===== src/rtl/bcd_para_binario_pkg.sv =====
// Shared definitions for the sequential BCD-to-binary converter.
//   - FSM state encoding (OCIOSO, CONVERTE, FIM)
//   - Digit constants used by the per-digit correction stage
package bcd_para_binario_pkg;

  localparam logic [1:0] OCIOSO   = 2'd0;
  localparam logic [1:0] CONVERTE = 2'd1;
  localparam logic [1:0] FIM      = 2'd2;

  typedef enum logic [1:0] {
    StOcioso   = OCIOSO,
    StConverte = CONVERTE,
    StFim      = FIM
  } estado_e;

  localparam logic [3:0] BCD_MAX_DIGITO = 4'd9;
  localparam logic [3:0] BCD_AJUSTE     = 4'd3;
  localparam logic [3:0] BCD_LIMIAR     = 4'd8;

endpackage


===== src/rtl/bcd_para_binario_ajuste.sv =====
// Combinational per-digit stage of the reverse double-dabble.
//   digito_i   : 4-bit BCD digit
//   digito_o   : digito_i - 3 when digito_i >= 8, else digito_i
//   invalido_o : digito_i is not a legal BCD digit (> 9)
module bcd_ajuste_digito
  import bcd_para_binario_pkg::*;
(
  input  logic [3:0] digito_i,
  output logic [3:0] digito_o,
  output logic       invalido_o
);

  always_comb begin
    digito_o   = (digito_i >= BCD_LIMIAR) ? (digito_i - BCD_AJUSTE) : digito_i;
    invalido_o = (digito_i > BCD_MAX_DIGITO);
  end

endmodule


===== src/rtl/bcd_para_binario.sv =====
// Sequential BCD-to-binary converter (reverse double-dabble, one shift per clock).
//   clock    : rising-edge clock
//   reset_n  : asynchronous active-low reset
//   inicio   : start request, sampled only while idle
//   bcd      : packed BCD digits, bcd[3:0] = unidade
//   negativo : (BCD_SIGN_EN only) sign captured with bcd; result is negated
//   numero   : binary result, held until the next completion
//   ocupado  : conversion in progress
//   pronto   : one-cycle pulse when numero/erro are updated
//   erro     : captured input had a digit > 9 (numero forced to 0)
// Optional feature: define BCD_SIGN_EN to add the negativo input.
module bcd_para_binario
  import bcd_para_binario_pkg::*;
#(
  parameter int unsigned DIGITOS = 2,
  parameter int unsigned LARGURA = 32
) (
  input  logic                   clock,
  input  logic                   reset_n,
  input  logic                   inicio,
`ifdef BCD_SIGN_EN
  input  logic                   negativo,
`endif
  input  logic [4*DIGITOS-1:0]   bcd,
  output logic [LARGURA-1:0]     numero,
  output logic                   ocupado,
  output logic                   pronto,
  output logic                   erro
);

  localparam int unsigned W  = 4 * DIGITOS;
  localparam int unsigned CW = $clog2(W + 1);

  estado_e              estado_q, estado_d;
  logic [W-1:0]         b_q, b_d;
  logic [W-1:0]         a_q, a_d;
  logic [CW-1:0]        cont_q, cont_d;
  logic                 erro_pend_q, erro_pend_d;
  logic [LARGURA-1:0]   numero_q, numero_d;
  logic                 pronto_q, pronto_d;
  logic                 erro_q, erro_d;
`ifdef BCD_SIGN_EN
  logic                 neg_q, neg_d;
`endif

  logic [W-1:0]         b_desl, a_desl;
  logic [W-1:0]         dig_in, b_aj;
  logic [DIGITOS-1:0]   invalido;
  logic [LARGURA-1:0]   resultado;

  always_comb begin
    b_desl = b_q >> 1;
    a_desl = {b_q[0], a_q[W-1:1]};
    // The digit stages are shared: while idle they only validate the incoming
    // digits, while converting they correct the freshly shifted B.
    dig_in    = (estado_q == StOcioso) ? bcd : b_desl;
    resultado = LARGURA'(a_q);
  end

  for (genvar g = 0; g < DIGITOS; g++) begin : g_digito
    bcd_ajuste_digito u_ajuste (
      .digito_i   (dig_in[4*g +: 4]),
      .digito_o   (b_aj[4*g +: 4]),
      .invalido_o (invalido[g])
    );
  end

  always_comb begin
    estado_d    = estado_q;
    b_d         = b_q;
    a_d         = a_q;
    cont_d      = cont_q;
    erro_pend_d = erro_pend_q;
    numero_d    = numero_q;
    pronto_d    = 1'b0;
    erro_d      = erro_q;
`ifdef BCD_SIGN_EN
    neg_d       = neg_q;
`endif
    unique case (estado_q)
      StOcioso: begin
        if (inicio) begin
          b_d = bcd;
          a_d = '0;
`ifdef BCD_SIGN_EN
          neg_d = negativo;
`endif
          if (|invalido) begin
            erro_pend_d = 1'b1;
            estado_d    = StFim;
          end else begin
            erro_pend_d = 1'b0;
            cont_d      = CW'(W);
            estado_d    = StConverte;
          end
        end
      end
      StConverte: begin
        b_d    = b_aj;
        a_d    = a_desl;
        cont_d = cont_q - 1'b1;
        if (cont_q == CW'(1)) begin
          estado_d = StFim;
        end
      end
      StFim: begin
        pronto_d = 1'b1;
        erro_d   = erro_pend_q;
        if (erro_pend_q) begin
          numero_d = '0;
        end else begin
`ifdef BCD_SIGN_EN
          numero_d = neg_q ? (LARGURA'(0) - resultado) : resultado;
`else
          numero_d = resultado;
`endif
        end
        estado_d = StOcioso;
      end
      default: estado_d = StOcioso;
    endcase
  end

  always_ff @(posedge clock or negedge reset_n) begin
    if (!reset_n) begin
      estado_q    <= StOcioso;
      b_q         <= '0;
      a_q         <= '0;
      cont_q      <= '0;
      erro_pend_q <= 1'b0;
      numero_q    <= '0;
      pronto_q    <= 1'b0;
      erro_q      <= 1'b0;
`ifdef BCD_SIGN_EN
      neg_q       <= 1'b0;
`endif
    end else begin
      estado_q    <= estado_d;
      b_q         <= b_d;
      a_q         <= a_d;
      cont_q      <= cont_d;
      erro_pend_q <= erro_pend_d;
      numero_q    <= numero_d;
      pronto_q    <= pronto_d;
      erro_q      <= erro_d;
`ifdef BCD_SIGN_EN
      neg_q       <= neg_d;
`endif
    end
  end

  always_comb begin
    numero  = numero_q;
    pronto  = pronto_q;
    erro    = erro_q;
    ocupado = (estado_q != StOcioso);
  end

endmodule


===== config.mk =====
export PLATFORM = sky130hd
export DESIGN_NAME = bcd_para_binario
export DESIGN_NICKNAME = d
export VERILOG_FILES = /design/src/rtl/bcd_para_binario_pkg.sv /design/src/rtl/bcd_para_binario_ajuste.sv /design/src/rtl/bcd_para_binario.sv
export SDC_FILE = /design/constraint.sdc
export NUM_CORES = 1
export LEC_CHECK = 0
export ABC_CLOCK_PERIOD_IN_PS = 2060
export BUFFER_PORTS_ARGS = -buffer_cell sky130_fd_sc_hd__buf_4
export CAP_MARGIN = 20
export CORE_AREA = 2 2 85 46
export DETAILED_ROUTE_END_ITERATION = 12
export DIE_AREA = 0 0 87 48
export GPL_TIMING_DRIVEN = 0
export PLACE_DENSITY = 0.79
export SYNTH_ARGS = -nofsm -noshare
export SYNTH_HDL_FRONTEND = slang
export SYNTH_SLANG_ARGS = --single-unit

===== constraint.sdc =====
create_clock -name clock -period 2.06 [get_ports clock]
set_clock_uncertainty 0.05 [all_clocks]
set_input_delay 0.103 -clock clock [delete_from_list [all_inputs] [get_ports clock]]
set_output_delay 0.103 -clock clock [all_outputs]
set_load 0.02 [all_outputs]

==> metrics.csv, run 1 <==
stage,metric,value,unit
cells_and_area,final_util,0.663,
power,p_switching,1.13,mW
power,p_comb_frac,0.459,
routing,drt_first_pass_iters,4,
status,status,finished clean,
setup_path,path_class,reg2out,
global_route,grt_max_degree,34,
synth,synth_flop_cell,dfrtp_1,
cts,cts_setup_buffers,0,
routing,drcViolationCount,0,
cts,cts_sinks,33,
cts,cts_buffers,5,
cells_and_area,syn_to_final_growth,20.7,%
cells_and_area,stdcell_count,272,
routing,drt-total-wl,3.56,mm
power,p_int,1.74,mW
global_route,grt-ovfl-total,0,
synth,synth_top_family_by_area,compound AO/OA/AOI/OAI gates,
sta,finalHoldViolCount,0,
sta,rsz0062_at_grt,no,
placement,dp_hpwl,2.46,mm
power,ir_drop,0.000483,V
cts,cts-root-buf,clkbuf_8,
sta,setup_viol,0,
synth,synthCells,178,
hold_path,hold_class,in2reg,
global_route,grtUsageTotal,0.180,
setup_path,startpoint_type,register,
synth,synth.most_common_cell,dfrtp_1,
flow_run,maxCapViolCount,0,
die,start_util,0.549,
synth,synth_compound_area_frac,0.212,
placement,gp_congestion,0.828,
power,pwr-share-seq,0.375,
cells_and_area,nets,242,
die,rows,15,
synth,synth_edf_count,0,
setup_path,crit_path_max_fanout,9,
synth,synthAdderAreaFrac,0.0136,
synth,synth_top_area_frac,0.447,
placement,port_buffers,20,
synth,ys_ff_latch,33,
sta,slew_violations,0,
synth,async_flop_share,1.00,
power,clkPwrFrac,0.166,
power,power.density,1290,mW/mm2
placement,dp_cells,263,
cts,cts_resized,0,
cts,clk_latency,0.29,ns
synth,synth_xor_area_frac,0.00475,
global_route,met2_usage,0.319,
setup_path,worstPathRequired,1.91,ns
sta,setup_ws,0.638,ns
die,die_area,0.00418,mm2
synth,synth_area_leaders,"dfrtp_1, buf_4, a22o_1",
global_route,grt_pass1_wl,5.60,mm
cts,cts_max_path_buffers,2,
cells_and_area,drive_above_1_share,0.304,
synth,netlist_area,0.00185,mm2
global_route,grtUsageMet3,0.0483,
routing,detail_route.vias_per_cell,5.08,
routing,route.vias.total,1383,
cts,cts_hold_buffers,1,
cells_and_area,antennaDiodeCount,0,
setup_path,r2r.worst_path.cells,5,
die,die_w,87,um
sta,finalSetupTns,0,ns
routing,drt_iter0_markers,50,
global_route,grt_antenna_before_repair,0,
cts,clkTransAtPathRegs,0.07,ns
global_route,use_met1,0.227,
synth,synth_top_cell_by_area,dfrtp_1,
setup_path,crit_arrival,1.27,ns
synth,synth_mux_area_frac,0.00814,
routing,ant_nets,0,
power,total_power,2.87,mW
die,core_area,0.00336,mm2
power,switching_share,0.394,
cts,cts_tree,done,
synth,ys_top_cells_by_count,"dfrtp_1, buf_4, nand2_1, nand2b_1, o21ai_0",
synth,yosys.area_share.simple,0.144,
synth,yosysSeqAreaShare,0.447,
synth,yosys_warnings,0,
cts,cts.htree.levels,2,
sta,fmax,703,MHz
power,leakagePower,1.13,nW
placement,dp_slack,0.787,ns
routing,routedWlPerCell,13.1,um
sta,post-route-min-period,1.42,ns
die,die_h,48,um
hold_path,hold_depth,2,
global_route,grt_pass1_vias,1225,
global_route,grt-busiest-layer,met2,
sta,fin_crit_sh,0.690,
die,io_pins,46,
setup_path,endpoint_kind,output port,
synth,syn-mean-instance-area,10.4,um2
synth,synth.distinct_cells,48,
logic make-up (layout without fill, tap and decap cells):
| logic type | count (synthesis) | in the layout |
|---|---|---|
| AO/OA/AOI/OAI | 52 | 52 |
| XOR/XNOR | 1 | 1 |
| adder cells (fa/ha/maj) | 2 | 2 |
| buffers and inverters | 44 | 73 |
| flip-flops | 33 | 33 |
| multiplexers | 1 | 1 |
| other | 1 | 24 |
| AND/OR/NAND/NOR | 44 | 44 |
layer usage:
layer / part of all wire / vias up / routed length, um
met5: 0 / - / 0
met4: 0.0081 / 0 / 29
met3: 0.071 / 4 / 253
met2: 0.44 / 57 / 1580
met1: 0.48 / 636 / 1700
li1: - / 686 / -
placed cells by master (no fill, tap or decap), drive strengths merged, types with 2 or more instances in the layout:
| cell type | synthesis | routed |
|---|---|---|
| a31oi | 2 | 2 |
| nor3 | 4 | 4 |
| conb | 1 | 24 |
| clkinv | 0 | 2 |
| a21o | 2 | 2 |
| a211oi | 2 | 2 |
| o21ai | 14 | 14 |
| inv | 8 | 8 |
| nand2 | 13 | 13 |
| a22o | 8 | 8 |
| a22oi | 7 | 7 |
| a41oi | 2 | 2 |
| buf | 34 | 54 |
| nor2 | 2 | 2 |
| dfrtp | 33 | 33 |
| a21oi | 4 | 4 |
| ha | 2 | 2 |
| and3 | 2 | 2 |
| nand2b | 11 | 11 |
| clkbuf | 2 | 8 |
| nor2b | 4 | 4 |
worst max-delay path: stages, from the launching register on:
cell and delay (ns):
dfrtp_1 0.37, buf_6 0.14, nor2_1 0.24, inv_1 0.07, buf_4 0.16
per-stage QoR:
| step | hold slack [ns] | cell area [um2] |
|---|---|---|
| after floorplan | -0.243 | 1930 |
| after global routing | 0.0405 | 2230 |
| final | 0.0227 | 2230 |
| after CTS | 0.0231 | 2230 |
| after detailed placement | 0.0172 | 2130 |
| after global placement | 0.0101 | 2130 |
power groups by stage:
stage          registers, mW  clock network, mW  logic, mW
2_1_floorplan           1.09                  0      0.957
3_3_place_gp            1.07                  0       1.27
3_5_place_dp            1.08                  0       1.30
4_1_cts                 1.07              0.477       1.32
5_1_grt                 1.10              0.507       1.46
6_report                1.07              0.477       1.32
worst paths after layout:
kind / startpoint / slack [ns] / endpoint
worst max-delay path: estado_q[0]$_DFFE_PN0P_ / 0.64 / ocupado
worst min-delay path: inicio / 0.02 / erro_pend_q$_DFFE_PN0P_
worst max register to register: cont_q[1]$_DFFE_PN0P_ / 0.70 / cont_q[2]$_DFFE_PN0P_
worst min register to register: numero[1]$_DFFE_PN0P_ / 0.43 / numero[1]$_DFFE_PN0P_
max in group asynchronous: reset_n / 1.41 / numero[5]$_DFFE_PN0P_
min in group asynchronous: reset_n / 0.24 / cont_q[1]$_DFFE_PN0P_
final cells by class:
cell class	count	area, um2
buffer	36	282
tap	42	52.6
clock buffer	6	72.6
fill	286	1130
timing repair buffer	21	160
clock inverter	2	10.0
sequential	33	826
inverter	8	30.0
multi-input combinational	124	795
state kept, by name, indices dropped and copies added, names as in the netlist:
register     cells
numero           8
erro_pend_q      1
a_q              8
b_q              8
pronto           1
cont_q           4
estado_q         2
erro             1
Power figures use the tool's default switching activity.
==> inputs of run 2 (changes only) <==
--- a/config.mk
+++ b/config.mk
@@ -5,14 +5,15 @@
 export SDC_FILE = /design/constraint.sdc
 export NUM_CORES = 1
 export LEC_CHECK = 0
-export ABC_CLOCK_PERIOD_IN_PS = 2060
+export ABC_AREA = 1
+export ABC_CLOCK_PERIOD_IN_PS = 1100
 export BUFFER_PORTS_ARGS = -buffer_cell sky130_fd_sc_hd__buf_4
 export CAP_MARGIN = 20
-export CORE_AREA = 2 2 85 46
+export CORE_AREA = 2 2 91 49
 export DETAILED_ROUTE_END_ITERATION = 12
-export DIE_AREA = 0 0 87 48
+export DIE_AREA = 0 0 93 51
 export GPL_TIMING_DRIVEN = 0
-export PLACE_DENSITY = 0.79
+export PLACE_DENSITY = 0.71
 export SYNTH_ARGS = -nofsm -noshare
 export SYNTH_HDL_FRONTEND = slang
 export SYNTH_SLANG_ARGS = --single-unit
==> constraint.sdc (replaced) <==
create_clock -name clock -period 1.1 [get_ports clock]
set_clock_uncertainty 0.05 [all_clocks]
set_input_delay 0.055 -clock clock [delete_from_list [all_inputs] [get_ports clock]]
set_output_delay 0.055 -clock clock [all_outputs]
set_load 0.02 [all_outputs]
==> metrics.csv, run 2 <==
stage,metric,value,unit
synth,yosys_warnings,0,
global_route,grt_pass1_wl,6.95,mm
global_route,use_met1,0.280,
cts,cts_sinks,33,
power,p_switching,3.52,mW
global_route,met2_usage,0.267,
synth,syn-mean-instance-area,8.05,um2
setup_path,worstPathRequired,1.24,ns
cells_and_area,postLayoutCellArea,0.00264,mm2
cells_and_area,syn_to_final_growth,48.4,%
routing,drt_iter0_markers,72,
cts,cts_max_path_buffers,2,
routing,ant_nets,0,
placement,port_buffers,21,
routing,routedWlPerCell,13.4,um
hold_path,hold_class,in2reg,
cts,cts.htree.levels,2,
synth,synth_xor_area_frac,0.00985,
routing,drt_first_pass_iters,4,
routing,drcViolationCount,0,
synth,synthAdderAreaFrac,0.0141,
flow_run,maxCapViolCount,0,
die,die_h,51,um
synth,synth.distinct_cells,29,
synth,async_flop_share,1.00,
synth,synth_top_family_by_area,simple AND/OR/NAND/NOR gates,
power,switching_share,0.455,
power,leakagePower,1.36,nW
cells_and_area,multi_input_area,918,um2
sta,setup_viol,34,
setup_path,worstReg2RegStart,estado_q[1]$_DFFE_PN0P_,
routing,route.vias.total,1678,
global_route,grt_max_degree,34,
synth,ys_top_cells_by_count,"nand2_1, dfrtp_1, inv_1, buf_4, o21ai_0",
setup_path,endpoint_kind,register,
setup_path,startpoint_type,register,
global_route,grt-ovfl-total,0,
synth,synth.most_common_cell,nand2_1,
power,total_power,7.74,mW
cells_and_area,regArea,828,um2
sta,post-route-min-period,1.60,ns
setup_path,crit_end,erro_pend_q$_DFFE_PN0P_,
power,p_comb_frac,0.612,
die,io_pins,46,
cells_and_area,nets,308,
setup_path,r2r.worst_path.cells,9,
sta,fin_crit_sh,1.46,
cells_and_area,antennaDiodeCount,0,
synth,synth_compound_area_frac,0.125,
synth,synth_edf_count,0,
synth,yosysSeqAreaShare,0.464,
synth,netlist_area,0.00178,mm2
die,start_util,0.436,
routing,drt-total-wl,4.74,mm
synth,synth_flop_cell,dfrtp_1,
setup_path,crit_path_max_fanout,5,
power,clkPwrFrac,0.119,
cts,cts_buffers,5,
sta,rsz0062_at_grt,yes,
global_route,grt-busiest-layer,met1,
synth,synth_top_area_frac,0.464,
global_route,grtUsageTotal,0.197,
synth,synth_mux_area_frac,0,
status,violations,negative setup slack,
sta,fmax,624,MHz
sta,setup_ws,-0.502,ns
setup_path,cp-startpoint,estado_q[1]$_DFFE_PN0P_,
placement,place_area,0.00212,mm2
synth,ys_ff_latch,33,
setup_path,crit_arrival,1.74,ns
cts,clk_latency,0.30,ns
synth,synth_area_leaders,"dfrtp_1, nand2_1, buf_4",
cells_and_area,final_cell_mix,"buf_4, nand2_1, dfrtp_1",
power,power.density,2930,mW/mm2
die,die_area,0.00474,mm2
cells_and_area,final_common_cell,buf_4,
cells_and_area,nFillCells,331,
die,core_area,0.00408,mm2
power,p_int,4.22,mW
cts,cts_tree,done,
die,die_w,93,um
routing,detail_route.vias_per_cell,4.75,
synth,synthCells,221,
setup_path,path_class,reg2reg,
power,pwr-share-seq,0.269,
hold_path,hold_depth,3,
cells_and_area,drive_above_1_share,0.436,
synth,yosys.area_share.simple,0.205,
power,ir_drop,0.00116,V
global_route,grt_antenna_before_repair,0,
status,status,"complete, but fails checks",
cts,clkTransAtPathRegs,0.07,ns
synth,synth_top_cell_by_area,dfrtp_1,
die,rows,17,
placement,gp_congestion,0.878,
sta,slew_violations,0,
placement,dp_cells,322,
cts,cts-root-buf,clkbuf_8,
setup_path,reg2reg_slack,-0.50,ns
global_route,grt_pass1_vias,1459,
sta,finalHoldViolCount,0,
placement,dp_hpwl,2.83,mm
setup_path,rr_endpoint,erro_pend_q$_DFFE_PN0P_,
cells_and_area,stdcell_count,353,
global_route,grtUsageMet3,0.0634,
==> run 2: cell types whose count changed after synthesis, moves of 3 or more <==
cell      change
nor2_1       +10
inv_2         +3
nand2_2       +3
nand3_1       +8
a22oi_1       -6
o21ai_1       +4
o22ai_1       +8
buf_6         -5
nand2b_1     -11
nand2_1      +41
inv_1        +19
or2_2         +3
o21ai_0       +5
a22o_1        -8
==> run 2: through the flow <==
step / hold WS (ns) / TNS (ns) / worst slack [ns] / utilization
finish: 0.0707 / -14.91 / -0.502 / 0.646
global route: 0.0784 / -16.86 / -0.569 / 0.646
CTS: 0.0650 / -10.76 / -0.456 / 0.600
detailed placement: -0.0282 / -15.20 / -0.639 / 0.520
global placement: -0.0271 / -14.77 / -0.603 / 0.520
floorplan: -0.291 / -7.20 / -0.325 / -
==> run 2: worst min-delay path by stage <==
| stage | endpoint | start | slack [ns] |
|---|---|---|---|
| global route | b_q[5]$_DFFE_PN0P_ | bcd[5] | 0.08 |
| floorplan | a_q[0]$_DFFE_PN0P_ | reset_n | -0.29 |
| detailed placement | numero[5]$_DFFE_PN0P_ | reset_n | -0.03 |
| CTS | b_q[3]$_DFFE_PN0P_ | bcd[3] | 0.06 |
| global placement | numero[6]$_DFFE_PN0P_ | reset_n | -0.03 |
| finish | b_q[5]$_DFFE_PN0P_ | bcd[5] | 0.07 |
==> run 2: metal layers <==
metal | share of wire | vias to the layer above
met4 | 0.013 | 0
met1 | 0.45 | 801
met3 | 0.082 | 6
met2 | 0.45 | 73
met5 | 0 | -
li1 | - | 798
==> run 2: timing repair <==
item / 4_1_cts / 5_1_grt
resized for setup: 46 / 29
endpoints found under the hold margin: 34 / 0
gates cloned: 1 / 0
buffers inserted: 12 / 8
setup endpoints to repair: 33 / 34
hold buffers: 2 / 0
pin swaps: 11 / 12
==> run 2: power groups by stage <==
stage	sequential [mW]	clock [mW]	combinational, mW
final	2.08	0.920	4.74
after CTS	2.05	0.918	3.91
after global placement	2.03	0	3.15
after detailed placement	2.04	0	3.22
after floorplan	2.14	0	2.26
after global routing	2.14	0.997	5.12
==> run 2: cell type report <==
cell class	count	area share
inverter	30	0.0483
buffer	28	0.0848
sequential	33	0.314
clock inverter	1	0.00284
clock buffer	7	0.0289
multi-input combinational	153	0.348
timing repair buffer	44	0.146
tap	57	0.0270
==> run 2: cells by family after synthesis <==
| group | count (synthesis) |
|---|---|
| flops | 33 |
| other cells | 1 |
| fa+ha+maj | 2 |
| compound gates | 39 |
| xor+xnor | 2 |
| buf+inv | 58 |
| simple gates | 86 |
==> run 2: worst max-delay path, stage by stage, from the launching register on <==
cell     delay (ns)
dfrtp_2        0.46
nor2_4         0.17
buf_6          0.15
nand2_4        0.05
nand2_4        0.08
nand3_2        0.08
nand3_2        0.10
buf_4          0.12
nand3_1        0.10
o21a_1         0.14
==> inputs of run 3 (changes only) <==
--- a/config.mk
+++ b/config.mk
@@ -12,7 +12,7 @@
 export CORE_AREA = 2 2 91 49
 export DETAILED_ROUTE_END_ITERATION = 12
 export DIE_AREA = 0 0 93 51
-export GPL_TIMING_DRIVEN = 0
+export GPL_TIMING_DRIVEN = 1
 export PLACE_DENSITY = 0.71
 export SYNTH_ARGS = -nofsm -noshare
 export SYNTH_HDL_FRONTEND = slang
==> metrics.csv, run 3 (synthesis results as in run 2) <==
stage,metric,value,unit
status,status,"complete, but fails checks",
status,violations,negative setup slack,
setup_path,r2r.worst_path.cells,10,
die,die_area,0.00474,mm2
cells_and_area,syn_to_final_growth,54.2,%
setup_path,startpoint_type,register,
global_route,grt_pass1_vias,1493,
setup_path,worstReg2RegStart,estado_q[1]$_DFFE_PN0P_,
power,total_power,8.96,mW
setup_path,slowest_delay,0.45,ns
routing,ant_nets,0,
global_route,grt-ovfl-total,0,
power,ir_drop,0.00125,V
setup_path,cp.depth,10,
setup_path,cp-startpoint,estado_q[1]$_DFFE_PN0P_,
routing,drt-total-wl,5.10,mm
flow_run,maxCapViolCount,0,
cells_and_area,antennaDiodeCount,0,
cts,cts.htree.levels,2,
die,start_util,0.436,
cts,cts_max_path_buffers,2,
sta,slew_violations,0,
setup_path,crit_arrival,1.79,ns
setup_path,endpoint_kind,register,
global_route,grtUsageTotal,0.214,
global_route,grt_max_degree,34,
sta,rsz0062_at_grt,yes,
setup_path,crit_end,cont_q[3]$_DFFE_PN0P_,
setup_path,crit_path_max_fanout,5,
cells_and_area,drive_above_1_share,0.490,
power,power.density,3260,mW/mm2
setup_path,path_class,reg2reg,
die,core_area,0.00408,mm2
setup_path,reg2reg_slack,-0.51,ns
routing,routedWlPerCell,14.9,um
cells_and_area,final_common_cell,buf_4,
power,p_switching,4.00,mW
die,io_pins,46,
cts,cts_tree,done,
setup_path,critPathMostFrequentCell,nand2_1,
power,leakagePower,1.35,nW
sta,finalHoldViolCount,0,
cts,cts_sinks,33,
cells_and_area,stdcell_count,343,
die,die_w,93,um
sta,fmax,621,MHz
placement,gp_congestion,0.846,
cells_and_area,regArea,827,um2
placement,dp_hpwl,3.02,mm
cts,cts_buffers,5,
global_route,grt_pass1_wl,7.46,mm
power,pwr-share-seq,0.229,
setup_path,cpMaxStageDelayCell,dfrtp_2,
placement,dp_slack,-0.522,ns
power,switching_share,0.447,
cells_and_area,nets,299,
routing,detail_route.vias_per_cell,4.76,
global_route,grt_antenna_before_repair,0,
sta,fin_crit_sh,1.46,
die,die_h,51,um
setup_path,path_cells,"nor2_4, buf_12, nand2_1, o21ai_4, o21ai_2, nand2_2, nand2_4, nand2_4, nand2_1, nand2_1",
power,p_int,4.95,mW
hold_path,hold_class,in2reg,
routing,drcViolationCount,0,
die,rows,17,
cells_and_area,final_cell_mix,"buf_4, nand2_1, dfrtp_1",
sta,post-route-min-period,1.61,ns
cts,clk_latency,0.29,ns
hold_path,min_from,bcd[4],
setup_path,cp_num_buf_inv,1,
setup_path,critPathTopFamily,simple AND/OR/NAND/NOR gates,
routing,drt_first_pass_iters,4,
cells_and_area,multi_input_area,0.00106,mm2
routing,drt_iter0_markers,98,
setup_path,rr_endpoint,cont_q[3]$_DFFE_PN0P_,
setup_path,worstPathRequired,1.28,ns
cells_and_area,nFillCells,333,
sta,setup_viol,34,
cts,cts-root-buf,clkbuf_8,
sta,setup_ws,-0.510,ns
placement,port_buffers,21,
routing,route.vias.total,1634,
placement,dp_cells,321,
power,p_comb_frac,0.666,
power,clkPwrFrac,0.105,
cts,clkTransAtPathRegs,0.07,ns
run 3: cell types whose count changed in the layout (fill, tap and decap cells not counted), moves of 3 or more:
cell	delta
o21ai_4	+3
o22ai_1	-5
buf_4	-10
nand2_1	-3
o22ai_2	+4
run 3: cell type report:
cell class,count,area share
multi-input cells,153,0.387
flip-flops and latches,33,0.301
repair buffers,63,0.208
inverters,30,0.0465
clock buffers,7,0.0315
well taps,57,0.0260
run 3: worst min path at each step:
stage	to	slack, ns	cells after the start
floorplan	a_q[0]$_DFFE_PN0P_	-0.29	0
global placement	numero[6]$_DFFE_PN0P_	-0.03	1
detailed placement	numero[5]$_DFFE_PN0P_	-0.03	1
CTS	b_q[2]$_DFFE_PN0P_	0.05	5
global route	b_q[4]$_DFFE_PN0P_	0.11	3
finish	b_q[4]$_DFFE_PN0P_	0.11	3
run 3: metrics by stage:
step	cell area (um2)	util	setup TNS (ns)	hold slack [ns]
after global placement	2140	0.525	-12.04	-0.0288
after floorplan	1890	-	-7.20	-0.291
after detailed placement	2140	0.525	-13.02	-0.0268
after global routing	2740	0.672	-13.94	0.109
after CTS	2500	0.612	-10.79	0.0548
final	2740	0.672	-12.36	0.109
run 3: worst min-delay path, stage by stage:
cell	delay, ns
buf_4	0.14
nor3_2	0.16
a221oi_2	0.05
run 3: routing by layer:
metal	wire, um	GRT usage	vias to the layer above
met2	2320	0.315	74
met4	82	0.0882	0
met5	0	0	-
met3	410	0.0487	9
met1	2280	0.305	769
li1	-	-	782
run 3: power by group through the flow:
stage / Sequential [mW] / Clock, mW / Combinational (mW)
2_1_floorplan: 2.14 / 0 / 2.26
3_3_place_gp: 1.99 / 0 / 3.78
3_5_place_dp: 2.00 / 0 / 3.87
4_1_cts: 2.03 / 0.944 / 4.79
5_1_grt: 2.11 / 1.01 / 6.38
6_report: 2.05 / 0.941 / 5.96
run 3: repair_timing:
| item | in CTS | in global routing |
|---|---|---|
| cloned | 0 | 1 |
| endpoints found under the hold margin | 34 | 0 |
| setup buffers | 7 | 7 |
| endpoints found under the setup margin | 33 | 33 |
| resized for setup | 63 | 40 |
| pin swaps | 12 | 11 |
| hold buffers | 2 | 0 |
